**src/rtl/level_switch_driver_pkg.sv**
```systemverilog
// Shared types and constants for the level switch driver.
//   - FSM state enum
//   - SW_STATE encodings reported to the slave controller
//   - default counter widths
//   - drive_of(): maps an FSM state to the registered switch drive pattern
package level_switch_pkg;

  localparam int LSD_CNT_W  = 16;
  localparam int LSD_EDGE_W = 16;

  typedef enum logic [1:0] {
    ST_OFF,
    ST_LOW_ON,
    ST_HIGH_ON,
    ST_DEAD
  } lsd_state_e;

  localparam logic [1:0] SW_ST_OFF  = 2'b00;
  localparam logic [1:0] SW_ST_LOW  = 2'b01;
  localparam logic [1:0] SW_ST_HIGH = 2'b10;
  localparam logic [1:0] SW_ST_DEAD = 2'b11;

  typedef struct packed {
    logic       low_en;
    logic       high_en;
    logic [1:0] sw_state;
  } sw_drive_t;

  // Only the ON states may raise an enable, and never both.
  function automatic sw_drive_t drive_of(lsd_state_e s);
    sw_drive_t d;
    d = '0;
    case (s)
      ST_LOW_ON:  begin d.low_en  = 1'b1; d.sw_state = SW_ST_LOW;  end
      ST_HIGH_ON: begin d.high_en = 1'b1; d.sw_state = SW_ST_HIGH; end
      ST_DEAD:    d.sw_state = SW_ST_DEAD;
      default:    d.sw_state = SW_ST_OFF;
    endcase
    return d;
  endfunction

endpackage

```
**src/rtl/level_switch_driver_if.sv**
```systemverilog
// Request/report bundle between the slave controller (master side) and the
// level switch driver (slave side).
//   master drives : ENABLE, LEVEL_SEL, DEAD_TIME, MIN_HOLD
//   slave drives  : SW_LOW_EN, SW_HIGH_EN, SW_STATE, EDGE_COUNT,
//                   EDGE_COUNT_VALID, HOLD_DROP
interface level_switch_driver_if
  import level_switch_pkg::*;
#(
  parameter int CNT_W  = LSD_CNT_W,
  parameter int EDGE_W = LSD_EDGE_W
);

  logic              ENABLE;
  logic              LEVEL_SEL;
  logic [CNT_W-1:0]  DEAD_TIME;
  logic [CNT_W-1:0]  MIN_HOLD;
  logic              SW_LOW_EN;
  logic              SW_HIGH_EN;
  logic [1:0]        SW_STATE;
  logic [EDGE_W-1:0] EDGE_COUNT;
  logic              EDGE_COUNT_VALID;
  logic              HOLD_DROP;

  modport master (
    output ENABLE, LEVEL_SEL, DEAD_TIME, MIN_HOLD,
    input  SW_LOW_EN, SW_HIGH_EN, SW_STATE, EDGE_COUNT, EDGE_COUNT_VALID, HOLD_DROP
  );

  modport slave (
    input  ENABLE, LEVEL_SEL, DEAD_TIME, MIN_HOLD,
    output SW_LOW_EN, SW_HIGH_EN, SW_STATE, EDGE_COUNT, EDGE_COUNT_VALID, HOLD_DROP
  );

endinterface

```
**src/rtl/level_switch_driver_vsync_rise_sync.sv**
```systemverilog
// Brings the asynchronous frame sync into the REF_CLK domain and flags its
// rising edge.
//   REF_CLK : clock
//   nRESET  : async active-low reset, all flops cleared
//   vsync   : asynchronous frame sync
//   vs_rise : one-cycle pulse after a synchronised rising edge
module vsync_rise_sync (
  input  logic REF_CLK,
  input  logic nRESET,
  input  logic vsync,
  output logic vs_rise
);

  logic sync_q1;
  logic sync_q2;
  logic sync_prev;

  always_ff @(posedge REF_CLK or negedge nRESET) begin
    if (!nRESET) begin
      sync_q1   <= 1'b0;
      sync_q2   <= 1'b0;
      sync_prev <= 1'b0;
    end else begin
      sync_q1   <= vsync;
      sync_q2   <= sync_q1;
      sync_prev <= sync_q2;
    end
  end

  assign vs_rise = sync_q2 & ~sync_prev;

endmodule

```
**src/rtl/level_switch_driver.sv**
```systemverilog
// Level switch driver: turns the LEVEL_SEL request into two mutually
// exclusive analog-switch enables with break-before-make dead time and a
// minimum on-hold, and reports per-frame polarity-change counts.
//   REF_CLK : clock, all logic on posedge
//   nRESET  : async active-low reset; drops both enables immediately
//   VSYNC   : asynchronous frame sync (rising edge used)
//   bus     : slave side of level_switch_driver_if (requests in, status out)
//
// state    | meaning
// ---------+--------------------------------------------------------------
// OFF      | both enables off, waiting for ENABLE
// LOW_ON   | low-level switch on, hold counter running
// HIGH_ON  | high-level switch on, hold counter running
// DEAD     | both enables off for D cycles before the next ON state
module level_switch_driver
  import level_switch_pkg::*;
#(
  parameter int CNT_W  = LSD_CNT_W,
  parameter int EDGE_W = LSD_EDGE_W
) (
  input  logic REF_CLK,
  input  logic nRESET,
  input  logic VSYNC,
  level_switch_driver_if.slave bus
);

  logic              vs_rise;
  logic [CNT_W-1:0]  dead_act;
  logic [CNT_W-1:0]  hold_act;
  logic [CNT_W-1:0]  dead_cnt;
  logic [CNT_W-1:0]  hold_cnt;
  logic [CNT_W-1:0]  dead_eff;
  lsd_state_e        state;
  sw_drive_t         drive;
  logic              pending;
  logic              hold_drop;
  logic              last_valid;
  logic              last_lvl;
  logic [EDGE_W-1:0] run_cnt;
  logic [EDGE_W-1:0] edge_count;
  logic              edge_valid;

  logic       cur_lvl;
  logic       lvl_differs;
  logic       hold_met;
  logic       on_entry;
  logic       edge_evt;
  lsd_state_e on_target;

  vsync_rise_sync u_vsync (
    .REF_CLK (REF_CLK),
    .nRESET  (nRESET),
    .vsync   (VSYNC),
    .vs_rise (vs_rise)
  );

  // A programmed dead time of 0 still yields one break cycle.
  assign dead_eff    = (dead_act == '0) ? CNT_W'(1) : dead_act;
  assign cur_lvl     = (state == ST_HIGH_ON);
  assign lvl_differs = (bus.LEVEL_SEL != cur_lvl);
  assign hold_met    = (hold_cnt >= hold_act);
  assign on_target   = bus.LEVEL_SEL ? ST_HIGH_ON : ST_LOW_ON;
  // The ON level is the LEVEL_SEL seen on the final dead cycle, so a
  // request that reverts during DEAD lands back on the old level.
  assign on_entry    = bus.ENABLE && (state == ST_DEAD) && (dead_cnt == CNT_W'(1));
  assign edge_evt    = on_entry && last_valid && (last_lvl != bus.LEVEL_SEL);

  always_ff @(posedge REF_CLK or negedge nRESET) begin
    if (!nRESET) begin
      state     <= ST_OFF;
      drive     <= '0;
      dead_cnt  <= '0;
      hold_cnt  <= '0;
      pending   <= 1'b0;
      hold_drop <= 1'b0;
    end else begin
      hold_drop <= 1'b0;
      if (!bus.ENABLE) begin
        state   <= ST_OFF;
        drive   <= drive_of(ST_OFF);
        pending <= 1'b0;
      end else begin
        case (state)
          ST_OFF: begin
            state    <= ST_DEAD;
            drive    <= drive_of(ST_DEAD);
            dead_cnt <= dead_eff;
          end
          ST_LOW_ON, ST_HIGH_ON: begin
            if (lvl_differs && hold_met) begin
              state    <= ST_DEAD;
              drive    <= drive_of(ST_DEAD);
              dead_cnt <= dead_eff;
              pending  <= 1'b0;
            end else begin
              if (hold_cnt != '1) hold_cnt <= hold_cnt + CNT_W'(1);
              if (lvl_differs) begin
                pending <= 1'b1;
              end else if (pending) begin
                // Withdrawn while still blocked by the hold: report it.
                pending   <= 1'b0;
                hold_drop <= ~hold_met;
              end
            end
          end
          ST_DEAD: begin
            if (dead_cnt == CNT_W'(1)) begin
              state    <= on_target;
              drive    <= drive_of(on_target);
              hold_cnt <= CNT_W'(1);
            end else begin
              dead_cnt <= dead_cnt - CNT_W'(1);
            end
          end
          default: begin
            state <= ST_OFF;
            drive <= drive_of(ST_OFF);
          end
        endcase
      end
    end
  end

  // Frame bookkeeping: shadow config, last ON level, edge counters.
  always_ff @(posedge REF_CLK or negedge nRESET) begin
    if (!nRESET) begin
      dead_act   <= '0;
      hold_act   <= '0;
      last_valid <= 1'b0;
      last_lvl   <= 1'b0;
      run_cnt    <= '0;
      edge_count <= '0;
      edge_valid <= 1'b0;
    end else begin
      if (!bus.ENABLE) begin
        last_valid <= 1'b0;
      end else if (on_entry) begin
        last_valid <= 1'b1;
        last_lvl   <= bus.LEVEL_SEL;
      end

      edge_valid <= vs_rise;
      if (vs_rise) begin
        edge_count <= run_cnt;
        run_cnt    <= edge_evt ? EDGE_W'(1) : '0;
        dead_act   <= bus.DEAD_TIME;
        hold_act   <= bus.MIN_HOLD;
      end else if (edge_evt && (run_cnt != '1)) begin
        run_cnt <= run_cnt + EDGE_W'(1);
      end
    end
  end

  assign bus.SW_LOW_EN        = drive.low_en;
  assign bus.SW_HIGH_EN       = drive.high_en;
  assign bus.SW_STATE         = drive.sw_state;
  assign bus.EDGE_COUNT       = edge_count;
  assign bus.EDGE_COUNT_VALID = edge_valid;
  assign bus.HOLD_DROP        = hold_drop;

endmodule

```
**src/flat_wrapper.sv**
```systemverilog
// flat-port wrapper written by rule: the top's interface ports become plain ports
module level_switch_driver_flat import level_switch_pkg::*;
#(
  parameter int CNT_W  = LSD_CNT_W,
  parameter int EDGE_W = LSD_EDGE_W
)
  (REF_CLK, nRESET, VSYNC, bus_ENABLE, bus_LEVEL_SEL, bus_DEAD_TIME, bus_MIN_HOLD, bus_SW_LOW_EN, bus_SW_HIGH_EN, bus_SW_STATE, bus_EDGE_COUNT, bus_EDGE_COUNT_VALID, bus_HOLD_DROP);
  level_switch_driver_if #(.CNT_W(CNT_W), .EDGE_W(EDGE_W)) bus_i ();
  input  logic REF_CLK;
  input  logic nRESET;
  input  logic VSYNC;
  input wire logic [$bits(bus_i.ENABLE)-1:0] bus_ENABLE;
  input wire logic [$bits(bus_i.LEVEL_SEL)-1:0] bus_LEVEL_SEL;
  input wire logic [$bits(bus_i.DEAD_TIME)-1:0] bus_DEAD_TIME;
  input wire logic [$bits(bus_i.MIN_HOLD)-1:0] bus_MIN_HOLD;
  output wire logic [$bits(bus_i.SW_LOW_EN)-1:0] bus_SW_LOW_EN;
  output wire logic [$bits(bus_i.SW_HIGH_EN)-1:0] bus_SW_HIGH_EN;
  output wire logic [$bits(bus_i.SW_STATE)-1:0] bus_SW_STATE;
  output wire logic [$bits(bus_i.EDGE_COUNT)-1:0] bus_EDGE_COUNT;
  output wire logic [$bits(bus_i.EDGE_COUNT_VALID)-1:0] bus_EDGE_COUNT_VALID;
  output wire logic [$bits(bus_i.HOLD_DROP)-1:0] bus_HOLD_DROP;
  assign bus_i.ENABLE = bus_ENABLE;
  assign bus_i.LEVEL_SEL = bus_LEVEL_SEL;
  assign bus_i.DEAD_TIME = bus_DEAD_TIME;
  assign bus_i.MIN_HOLD = bus_MIN_HOLD;
  assign bus_SW_LOW_EN = bus_i.SW_LOW_EN;
  assign bus_SW_HIGH_EN = bus_i.SW_HIGH_EN;
  assign bus_SW_STATE = bus_i.SW_STATE;
  assign bus_EDGE_COUNT = bus_i.EDGE_COUNT;
  assign bus_EDGE_COUNT_VALID = bus_i.EDGE_COUNT_VALID;
  assign bus_HOLD_DROP = bus_i.HOLD_DROP;
  level_switch_driver #(.CNT_W(CNT_W), .EDGE_W(EDGE_W)) u_core (.REF_CLK(REF_CLK), .nRESET(nRESET), .VSYNC(VSYNC), .bus(bus_i));
endmodule
```
**config.mk**
```make
export PLATFORM = sky130hd
export DESIGN_NAME = level_switch_driver_flat
export DESIGN_NICKNAME = d
export VERILOG_FILES = /design/src/rtl/level_switch_driver_pkg.sv /design/src/rtl/level_switch_driver_if.sv /design/src/rtl/level_switch_driver_vsync_rise_sync.sv /design/src/rtl/level_switch_driver.sv /design/src/flat_wrapper.sv
export SDC_FILE = /design/constraint.sdc
export NUM_CORES = 1
export LEC_CHECK = 0
export CORE_ASPECT_RATIO = 0.9
export CORE_UTILIZATION = 40
export CTS_CLUSTER_DIAMETER = 120
export DETAILED_ROUTE_END_ITERATION = 8
export HOLD_SLACK_MARGIN = 0.05
export PLACE_DENSITY = 0.67
export SLEW_MARGIN = 20
export SYNTH_ARGS = -nofsm -noshare
export SYNTH_HDL_FRONTEND = slang
export SYNTH_HIERARCHICAL = 1
export SYNTH_SLANG_ARGS = --single-unit
```
**constraint.sdc**
```tcl
create_clock -name REF_CLK -period 2.4 [get_ports REF_CLK]
set_clock_uncertainty 0.2 [all_clocks]
set_input_delay 0.48 -clock REF_CLK [delete_from_list [all_inputs] [get_ports REF_CLK]]
set_output_delay 0.48 -clock REF_CLK [all_outputs]
set_load 0.05 [all_outputs]
```
# After elaboration in Yosys (flattened, before gate mapping)
# Cells that the tools add are included.
[op_classes] div_mod_pow=0 n_bitwise=3 eq_ne=20 magnitude_cmp=1 mux=34 mul=0 n_reduce_logical=15 shift=0 addsub=3
[op_table] op="$mux W16" count=8
[op_table] op="$pmux W16 S3" count=1
[op_table] op="$add A16 B1 Y16 const B" count=2
[op_table] op="$ne A16 B16 Y1 const B" count=2
[op_table] op="$pmux W16 S2" count=1
[op_table] op="$eq A16 B1 Y1 const B" count=1
[op_table] op="$ge A16 B16 Y1" count=1
[op_table] op="$logic_not A16 Y1" count=1
[op_table] op="$sub A16 B1 Y16 const B" count=1
[op_table] op="$mux W1" count=14
[op_table] op="$mux W4" count=3
[op_table] op="$pmux W2 S3" count=2
[op_table] op="$pmux W4 S3" count=1
[op_table] op="$eq A2 B2 Y1 const B" count=4
[op_table] op="$mux W2" count=4
[op_table] op="$ne A2 B1 Y1 const B" count=4
[op_table] op="$logic_and A1 B1 Y1" count=6
[op_table] op="$ne A2 B2 Y1 const B" count=3
[op_table] op="$reduce_and A5 Y1" count=1
[op_table] op="$eq A2 B1 Y1 const B" count=2
[op_table] op="$reduce_and A2 Y1" count=2
[op_table] op="$reduce_bool A2 Y1" count=2
[op_table] op="$ne A3 B2 Y1 const B" count=1
[op_table] op="$ne A3 B3 Y1 const B" count=1
[op_table] op="other kinds (6)" count=8
[word_totals] rom_bits=0 latch_bits=0 reg_bits=110 memories=0 wordCells=94 out_inout_bits=22 ramBits=0

# Logic depth before layout (Yosys ltp)
# Gate-level depths: netlist of run 1.
[logic_depth] word_depth=8 ltp_mapped=10 mapped_depth_nobuf=8

# By module
# The synthesis of run 1 kept the hierarchy.
[modules_own_cells] mod="level_switch_driver" seq_area_each_um2=2627.5 cells_each=559 area_each_um2=5576.6 instances=1
[modules_own_cells] mod="vsync_rise_sync" seq_area_each_um2=75.1 cells_each=4 area_each_um2=88.8 instances=1

# Worst setup path after synthesis of run 1
# No wires, ideal clock.
[synth_timing] kind="reg2reg" start="register u_core/bus.SW_STATE[0] (netlist name)" end="register u_core.hold_cnt[1]" slack_ns=-0.318 t_arrival_ns=2.390 stages_incl_launch_ff=7 path_buffers=0 setup_time_ns=0.128 path_cell_list="dfrtp_1 inv_1 ha_1 nor4_1 nand3_1 o211ai_4 mux2_1"
[synth_lines] element="end signal, assigned" line="level_switch_driver.sv:96" rtl="if (hold_cnt != '1) hold_cnt <= hold_cnt + CNT_W'(1);"
[synth_lines] element="end, declared" line="level_switch_driver.sv:31" rtl="logic [CNT_W-1:0] hold_cnt;"

# Worst setup path after layout of run 1
[layout_timing] start="register u_core.hold_act[13]" end="register u_core.hold_cnt[15]"
[layout_between] elab_chain_len=4
[layout_rtl] element="start, declared" line="level_switch_driver.sv:29" rtl="logic [CNT_W-1:0] hold_act;"
[layout_rtl] element="start signal, assigned" line="level_switch_driver.sv:147" rtl="hold_act <= bus.MIN_HOLD;"
[layout_rtl] element="$ge A16 B16 Y1" line="level_switch_driver.sv:61" rtl="assign hold_met = (hold_cnt >= hold_act);"
[layout_rtl] element="$logic_and A1 B1 Y1" line="level_switch_driver.sv:90" rtl="if (lvl_differs && hold_met) begin"
[layout_rtl] element="$ne A2 B2 Y1 (no source line)"
[layout_rtl] element="$reduce_and A5 Y1 (no source line)"
# No other way between the ends.
# A chain may end at the register's enable or synchronous reset.

==> results_dict.tcl, run 1 <==
set metrics [dict create \
    cts_root_buf "sky130_fd_sc_hd__clkbuf_16" \
    met1_usage_pct 26.0 \
    worst_skew_pair.late_latency_ps 360 \
    synth_flop_cell "sky130_fd_sc_hd__dfrtp_1" \
    max_freq_mhz 400 \
    grt_setup_unrepaired "true" \
    slew_violations 0 \
    area_growth_syn_to_layout_pct 34.4 \
    number_of_unique_standard_cell_types_used_by_synthesis 69 \
    worst_max_slew_pin_slew_ps 708 \
    worst_r2r_path_depth 11 \
    netlist_top_cells_count "sky130_fd_sc_hd__dfrtp_1 (108), sky130_fd_sc_hd__nand2_1 (61), sky130_fd_sc_hd__nand3_1 (36), sky130_fd_sc_hd__o21ai_0 (36), sky130_fd_sc_hd__nor2_1 (35)" \
    multi_input_comb_area_um2 3050 \
    grt_util_met2_pct 29.8 \
    cpMaxStageDelayCell "sky130_fd_sc_hd__dfrtp_1" \
    die_height_um 115 \
    timing.rr.end "u_core/hold_cnt[15]$_DFFE_PN0P_" \
    diodes 0 \
    r2r_setup_slack_ps -100 \
    synth_top_cell_by_area "sky130_fd_sc_hd__dfrtp_1" \
    max_cap_viol_count 0 \
    clkSlewWorstSetupHoldPaths_ps 70 \
    number_of_antenna_violations_at_the_first_check_in_global_routing 0 \
    grt_pass1_vias 4547 \
    design.core.area_um2 13600 \
    syn-num-nets 622 \
    grt.overflow.total 0 \
    final_critical_path_setup_slack_ps -103 \
    ys.warnings.count 6 \
    worstPathCellList "inv_2 > ha_4 > nand4_1 > nor3_2 > buf_4 > nor4_4 > nand3_2 > o211ai_4 > buf_6 > buf_16 > a31oi_2" \
    fin_crit_sh_pct 104 \
    drt_first_pass_iters 5 \
    slew-limit-headroom_pct 52.8 \
    hold_violations 0 \
    max_stage_delay_ps 380 \
    fillers 1170 \
    dp_worst_setup_slack_ps -304 \
    drc 0 \
    globalRouteTotalUtil_pct 19.1 \
    grt_first_pass_wirelength_um 22100 \
    end_kind "register" \
    design_power_total_uw 6960 \
    worstHoldStart "u_core/u_vsync/sync_q1$_DFF_PN0_" \
    drt-vias-per-instance 5.47 \
    cts_tree "yes" \
    final_antenna_net_count 0 \
    post_route_cells_drive_above_1_share_pct 26.5 \
    timing.final.setup_violations 30 \
    ys_async_sr_fraction_pct 100 \
    failed_checks "setup timing" \
    sequential_cell_area_um2 2710 \
    critPathMaxFanout 7 \
    hold_path_class "reg -> reg" \
    largest_net_degree_at_the_start_of_global_routing 63 \
    worstPathArrival_ps 2540 \
    fin_crit_ps 2500 \
    post_synthesis_sequential_area_ratio_pct 47.7 \
    run_status "complete, but fails checks" \
    clock_tree.buffer_depth 2 \
    post_drt_wl_per_cell_um 15.8 \
    detail_route.wirelength_um 13700 \
    row_count 40 \
    gpl.final_weighted_congestion 0.916 \
    synth.most_common_cell "sky130_fd_sc_hd__dfrtp_1" \
    cts_inserted_buffers 9 \
    total_die_area_um2 14600 \
    hold_path_end "u_core/u_vsync/sync_q2$_DFF_PN0_" \
    netlist_area_um2 5670 \
    clock_sink_count 108 \
    powerDensity_nw_per_um2 914 \
    grt_util_met3_pct 4.75 \
    grt_busiest_layer "met2" \
    h-tree-depth 3 \
    yosys_register_bits 108 \
    critical_path_required_ps 2440 \
    place.port_buffers 58 \
    post-dp-hpwl_um 9120 \
    static-leakage-power_uw 0.00325 \
    regToRegStartpoint "u_core/hold_act[13]$_DFFE_PN0P_" \
    holdPathStages 0 \
    initial_core_util_pct 41.8 \
    detail_route.iter0.violations 321 \
    irDropWorstVdd_uv 499 \
    design.final.nets 733 \
    setup_crit_start_kind "register" \
    netlist_top_cells_area "sky130_fd_sc_hd__dfrtp_1 (48%), sky130_fd_sc_hd__mux2_2 (5.2%), sky130_fd_sc_hd__ha_1 (4.9%)" \
    post_synth_inst_count 563 \
    critPathKind "reg -> reg" \
    synth.avg_cell_area_um2 10.1 \
    design.portCount 59 \
    dr_total_vias 4740 \
    synth_edf_count 0 \
    floorplan.die.width_um 127 \
    synth_top_area_share_pct 47.7 \
]
-- placed cells by master (no fill, tap or decap), types with 6 or more instances in the layout --
cell / n
sky130_fd_sc_hd__nor3_1: 9
sky130_fd_sc_hd__o32ai_1: 6
sky130_fd_sc_hd__ha_1: 15
sky130_fd_sc_hd__a22o_1: 10
sky130_fd_sc_hd__nand2_1: 61
sky130_fd_sc_hd__xor2_1: 13
sky130_fd_sc_hd__a21oi_1: 12
sky130_fd_sc_hd__mux2_2: 26
sky130_fd_sc_hd__dfrtp_1: 106
sky130_fd_sc_hd__ha_4: 7
sky130_fd_sc_hd__nor2_1: 33
sky130_fd_sc_hd__clkbuf_16: 10
sky130_fd_sc_hd__inv_2: 6
sky130_fd_sc_hd__and3_1: 7
sky130_fd_sc_hd__o21ai_0: 33
sky130_fd_sc_hd__o21a_1: 7
sky130_fd_sc_hd__a31oi_1: 14
sky130_fd_sc_hd__clkdlybuf4s50_1: 57
sky130_fd_sc_hd__inv_1: 26
sky130_fd_sc_hd__buf_4: 55
sky130_fd_sc_hd__nand3_1: 31
sky130_fd_sc_hd__nor4_1: 7
sky130_fd_sc_hd__nand4_1: 12
-- state kept, by name (all words and copies together), names as in the netlist, 16 cells and up --
register,count
u_core/run_cnt,16
u_core/hold_cnt,16
u_core/bus.EDGE_COUNT,16
u_core/hold_act,16
u_core/dead_cnt,16
u_core/dead_act,16
-- area by class of cell --
class / instances / share of cell area, %
sequential: 108 / 35.5
multi-input combinational: 396 / 40.1
clock inverter: 5 / 0.592
clock buffer: 10 / 3.01
tap: 189 / 3.11
timing repair buffer: 126 / 16.0
inverter: 33 / 1.63
-- timing repair --
item,in CTS,in global routing
resized for setup,34,36
buffers inserted,4,4
cloned,1,1
hold endpoints to repair,35,0
pin swaps,9,13
hold buffers,1,0
endpoints found under the setup margin,51,51
-- worst max-delay path: cells and delay by family, from the launching register on --
family | cells | cell delay [ps]
AO/OA/AOI/OAI | 2 | 360
AND/OR/NAND/NOR | 4 | 750
adder cells (fa/ha/maj) | 1 | 200
flip-flops | 1 | 380
buffers and inverters | 4 | 490
-- per-layer routing --
metal	share of wire [%]	routed length, um
met5	0	0
met4	1.2	166
met3	5.1	699
met2	47	6430
met1	47	6380
-- cells by family after synthesis --
family          share of synthesized area (%)
buf+inv                                  4.90
mux                                      5.54
flops                                    47.7
fa+ha+maj                                4.86
xor+xnor                                 2.47
compound gates                           15.0
simple gates                             19.5
-- report_power, final --
group          leakage, uW  internal [uW]  switching [uW]  total (uW)
combinational      0.00172           1510            1630        3140
clock             0.000131            716             697        1410
sequential         0.00140           2100             307        2410
total              0.00325           4330            2630        6960
-- how the worst max path moves through the flow --
stage                                    start                               to  slack, ps
6_report       u_core/hold_act[13]$_DFFE_PN0P_  u_core/hold_cnt[15]$_DFFE_PN0P_       -100
4_1_cts         u_core/hold_cnt[0]$_DFFE_PN0P_  u_core/hold_cnt[15]$_DFFE_PN0P_       -130
3_5_place_dp    u_core/hold_cnt[0]$_DFFE_PN0P_   u_core/hold_cnt[8]$_DFFE_PN0P_       -300
5_1_grt        u_core/hold_act[13]$_DFFE_PN0P_  u_core/hold_cnt[15]$_DFFE_PN0P_       -190
2_1_floorplan   u_core/hold_cnt[0]$_DFFE_PN0P_   u_core/hold_cnt[1]$_DFFE_PN0P_         -7
3_3_place_gp    u_core/hold_cnt[0]$_DFFE_PN0P_   u_core/hold_cnt[2]$_DFFE_PN0P_       -380
-- per-stage QoR --
step	hold slack [ps]	setup TNS (ps)	utilization [%]	instance area, um^2	instances
after CTS	155	-2410	54.2	7350	862
after floorplan	-15.6	-21.2	-	5680	563
after detailed placement	136	-9110	50.4	6830	841
after global routing	173	-5230	56.1	7610	867
final	151	-1630	56.1	7610	867
after global placement	135	-11940	50.4	6830	841
Power figures use the tool's default switching activity.
==> run 2, diff against run 1 <==
ABC_CLOCK_PERIOD_IN_PS = 2400   (was unset)
==> results of run 2 <==
The final DEF is identical to that of run 1; final timing and power are the same.
==> run 3, diff against run 2 <==
GPL_ROUTABILITY_DRIVEN = 0   (was unset)
==> results_dict.tcl, run 3 (synthesis results as in run 1) <==
set metrics [dict create \
    cts_tree "yes" \
    design_area_um2 7730 \
    clkSlewWorstSetupHoldPaths_ps 70 \
    largest_net_degree_at_the_start_of_global_routing 61 \
    end_kind "register" \
    worstPathArrival_ps 2610 \
    area_growth_syn_to_layout_pct 36.4 \
    cts_root_buf "sky130_fd_sc_hd__clkbuf_16" \
    critPathMaxFanout 5 \
    floorplan.die.width_um 127 \
    total_die_area_um2 14600 \
    design_power_total_uw 7070 \
    powerDensity_nw_per_um2 915 \
    clock_sink_count 108 \
    multi_input_comb_area_um2 3130 \
    mostFrequentLayoutCells "sky130_fd_sc_hd__dfrtp_1 (106), sky130_fd_sc_hd__nand2_1 (60), sky130_fd_sc_hd__clkdlybuf4s50_1 (57), sky130_fd_sc_hd__buf_4 (54), sky130_fd_sc_hd__o21ai_0 (35)" \
    final_antenna_net_count 0 \
    layout.cells.most_common "sky130_fd_sc_hd__dfrtp_1" \
    hold_slack_ps 158 \
    cts_inserted_buffers 9 \
    slew_violations 0 \
    die_height_um 115 \
    setup_crit_start_kind "register" \
    globalRouteTotalUtil_pct 20.0 \
    sequential_cell_area_um2 2710 \
    fin_crit_sh_pct 107 \
    drt_first_pass_iters 8 \
    placed_cell_area_um2 6820 \
    max_freq_mhz 391 \
    detail_route.iter0.violations 299 \
    grt_pass1_vias 4678 \
    grt_first_pass_wirelength_um 23100 \
    post_route_cells_drive_above_1_share_pct 26.9 \
    h-tree-depth 3 \
    design.final.nets 734 \
    post_drt_wl_per_cell_um 16.4 \
    critPathKind "reg -> reg" \
    drt-vias-per-instance 5.54 \
    design.portCount 59 \
    fillers 1151 \
    grt.overflow.total 0 \
    worst_max_slew_pin_slew_ps 770 \
    worst_skew_pair.late_latency_ps 360 \
    hold_violations 0 \
    fin_crit_ps 2560 \
    slew-limit-headroom_pct 48.6 \
    hold_path_class "reg -> reg" \
    drc 0 \
    irDropWorstVdd_uv 484 \
    initial_core_util_pct 41.8 \
    place.port_buffers 58 \
    r2r_setup_slack_ps -160 \
    row_count 40 \
    design.core.area_um2 13600 \
    grt_setup_unrepaired "true" \
    detail_route.wirelength_um 14200 \
    diodes 0 \
    critical_path_required_ps 2450 \
    max_cap_viol_count 0 \
    number_of_antenna_violations_at_the_first_check_in_global_routing 0 \
    dr_total_vias 4816 \
    failed_checks "setup timing" \
    timing.final.setup_violations 35 \
    run_status "complete, but fails checks" \
    post-dp-hpwl_um 9200 \
    final_critical_path_setup_slack_ps -160 \
    clock_tree.buffer_depth 2 \
    static-leakage-power_uw 0.00328 \
]
-- run 3: worst paths after layout --
check                                                    to                              from  depth (start not counted)
setup / recovery             u_core/dead_cnt[2]$_DFFE_PN0P_   u_core/hold_cnt[14]$_DFFE_PN0P_                          9
hold / removal             u_core/u_vsync/sync_q2$_DFF_PN0_  u_core/u_vsync/sync_q1$_DFF_PN0_                          0
setup reg to reg             u_core/dead_cnt[2]$_DFFE_PN0P_   u_core/hold_cnt[14]$_DFFE_PN0P_                          9
hold reg to reg            u_core/u_vsync/sync_q2$_DFF_PN0_  u_core/u_vsync/sync_q1$_DFF_PN0_                          0
max in group asynchronous    u_core/dead_cnt[6]$_DFFE_PN0P_                            nRESET                          3
min in group asynchronous   u_core/hold_act[15]$_DFFE_PN0P_                            nRESET                          2
-- run 3: timing repair --
| item | in CTS | in global routing |
|---|---|---|
| resized for setup | 28 | 49 |
| endpoints found under the hold margin | 29 | 0 |
| endpoints found under the setup margin | 53 | 49 |
| gates cloned | 2 | 1 |
| pin swaps | 10 | 22 |
| hold buffers | 1 | 0 |
| buffers inserted | 4 | 5 |
-- run 3: worst max-delay path, cell delays in order (launching register included) --
cell	delay, ps
sky130_fd_sc_hd__dfrtp_1	410
sky130_fd_sc_hd__ha_4	280
sky130_fd_sc_hd__nand4_1	170
sky130_fd_sc_hd__buf_4	200
sky130_fd_sc_hd__o21bai_2	190
sky130_fd_sc_hd__nor4_4	50
sky130_fd_sc_hd__buf_6	150
sky130_fd_sc_hd__a31o_4	250
sky130_fd_sc_hd__or4_1	400
sky130_fd_sc_hd__o221a_2	140
-- run 3: final cells by class --
type / count / share of cell area (%)
inverter: 33 / 1.60
multi-input combinational: 397 / 40.5
timing repair buffer: 126 / 15.8
clock buffer: 9 / 2.91
sequential: 108 / 35.0
tap: 189 / 3.06
clock inverter: 7 / 1.15
-- run 3: report_power, final --
part / internal (uW) / switching [uW]
Clock: 839 / 734
Sequential: 2100 / 302
Combinational: 1490 / 1600
Total: 4430 / 2630
-- run 3: metal layers --
metal,global-route usage [%],share of wire (%)
met5,0,0
met4,6.43,1.1
met3,5.07,5.2
met2,32.6,50
met1,26.1,44
-- run 3: per-stage QoR --
stage / setup TNS (ps) / setup slack [ps] / utilization (%) / cells
after floorplan: -21.2 / -6.81 / - / 563
after global placement: -12310 / -401 / 50.3 / 841
after detailed placement: -11520 / -362 / 50.3 / 841
final: -2410 / -160 / 57.0 / 869
after CTS: -1110 / -100 / 54.4 / 864
after global routing: -6980 / -267 / 57.0 / 869
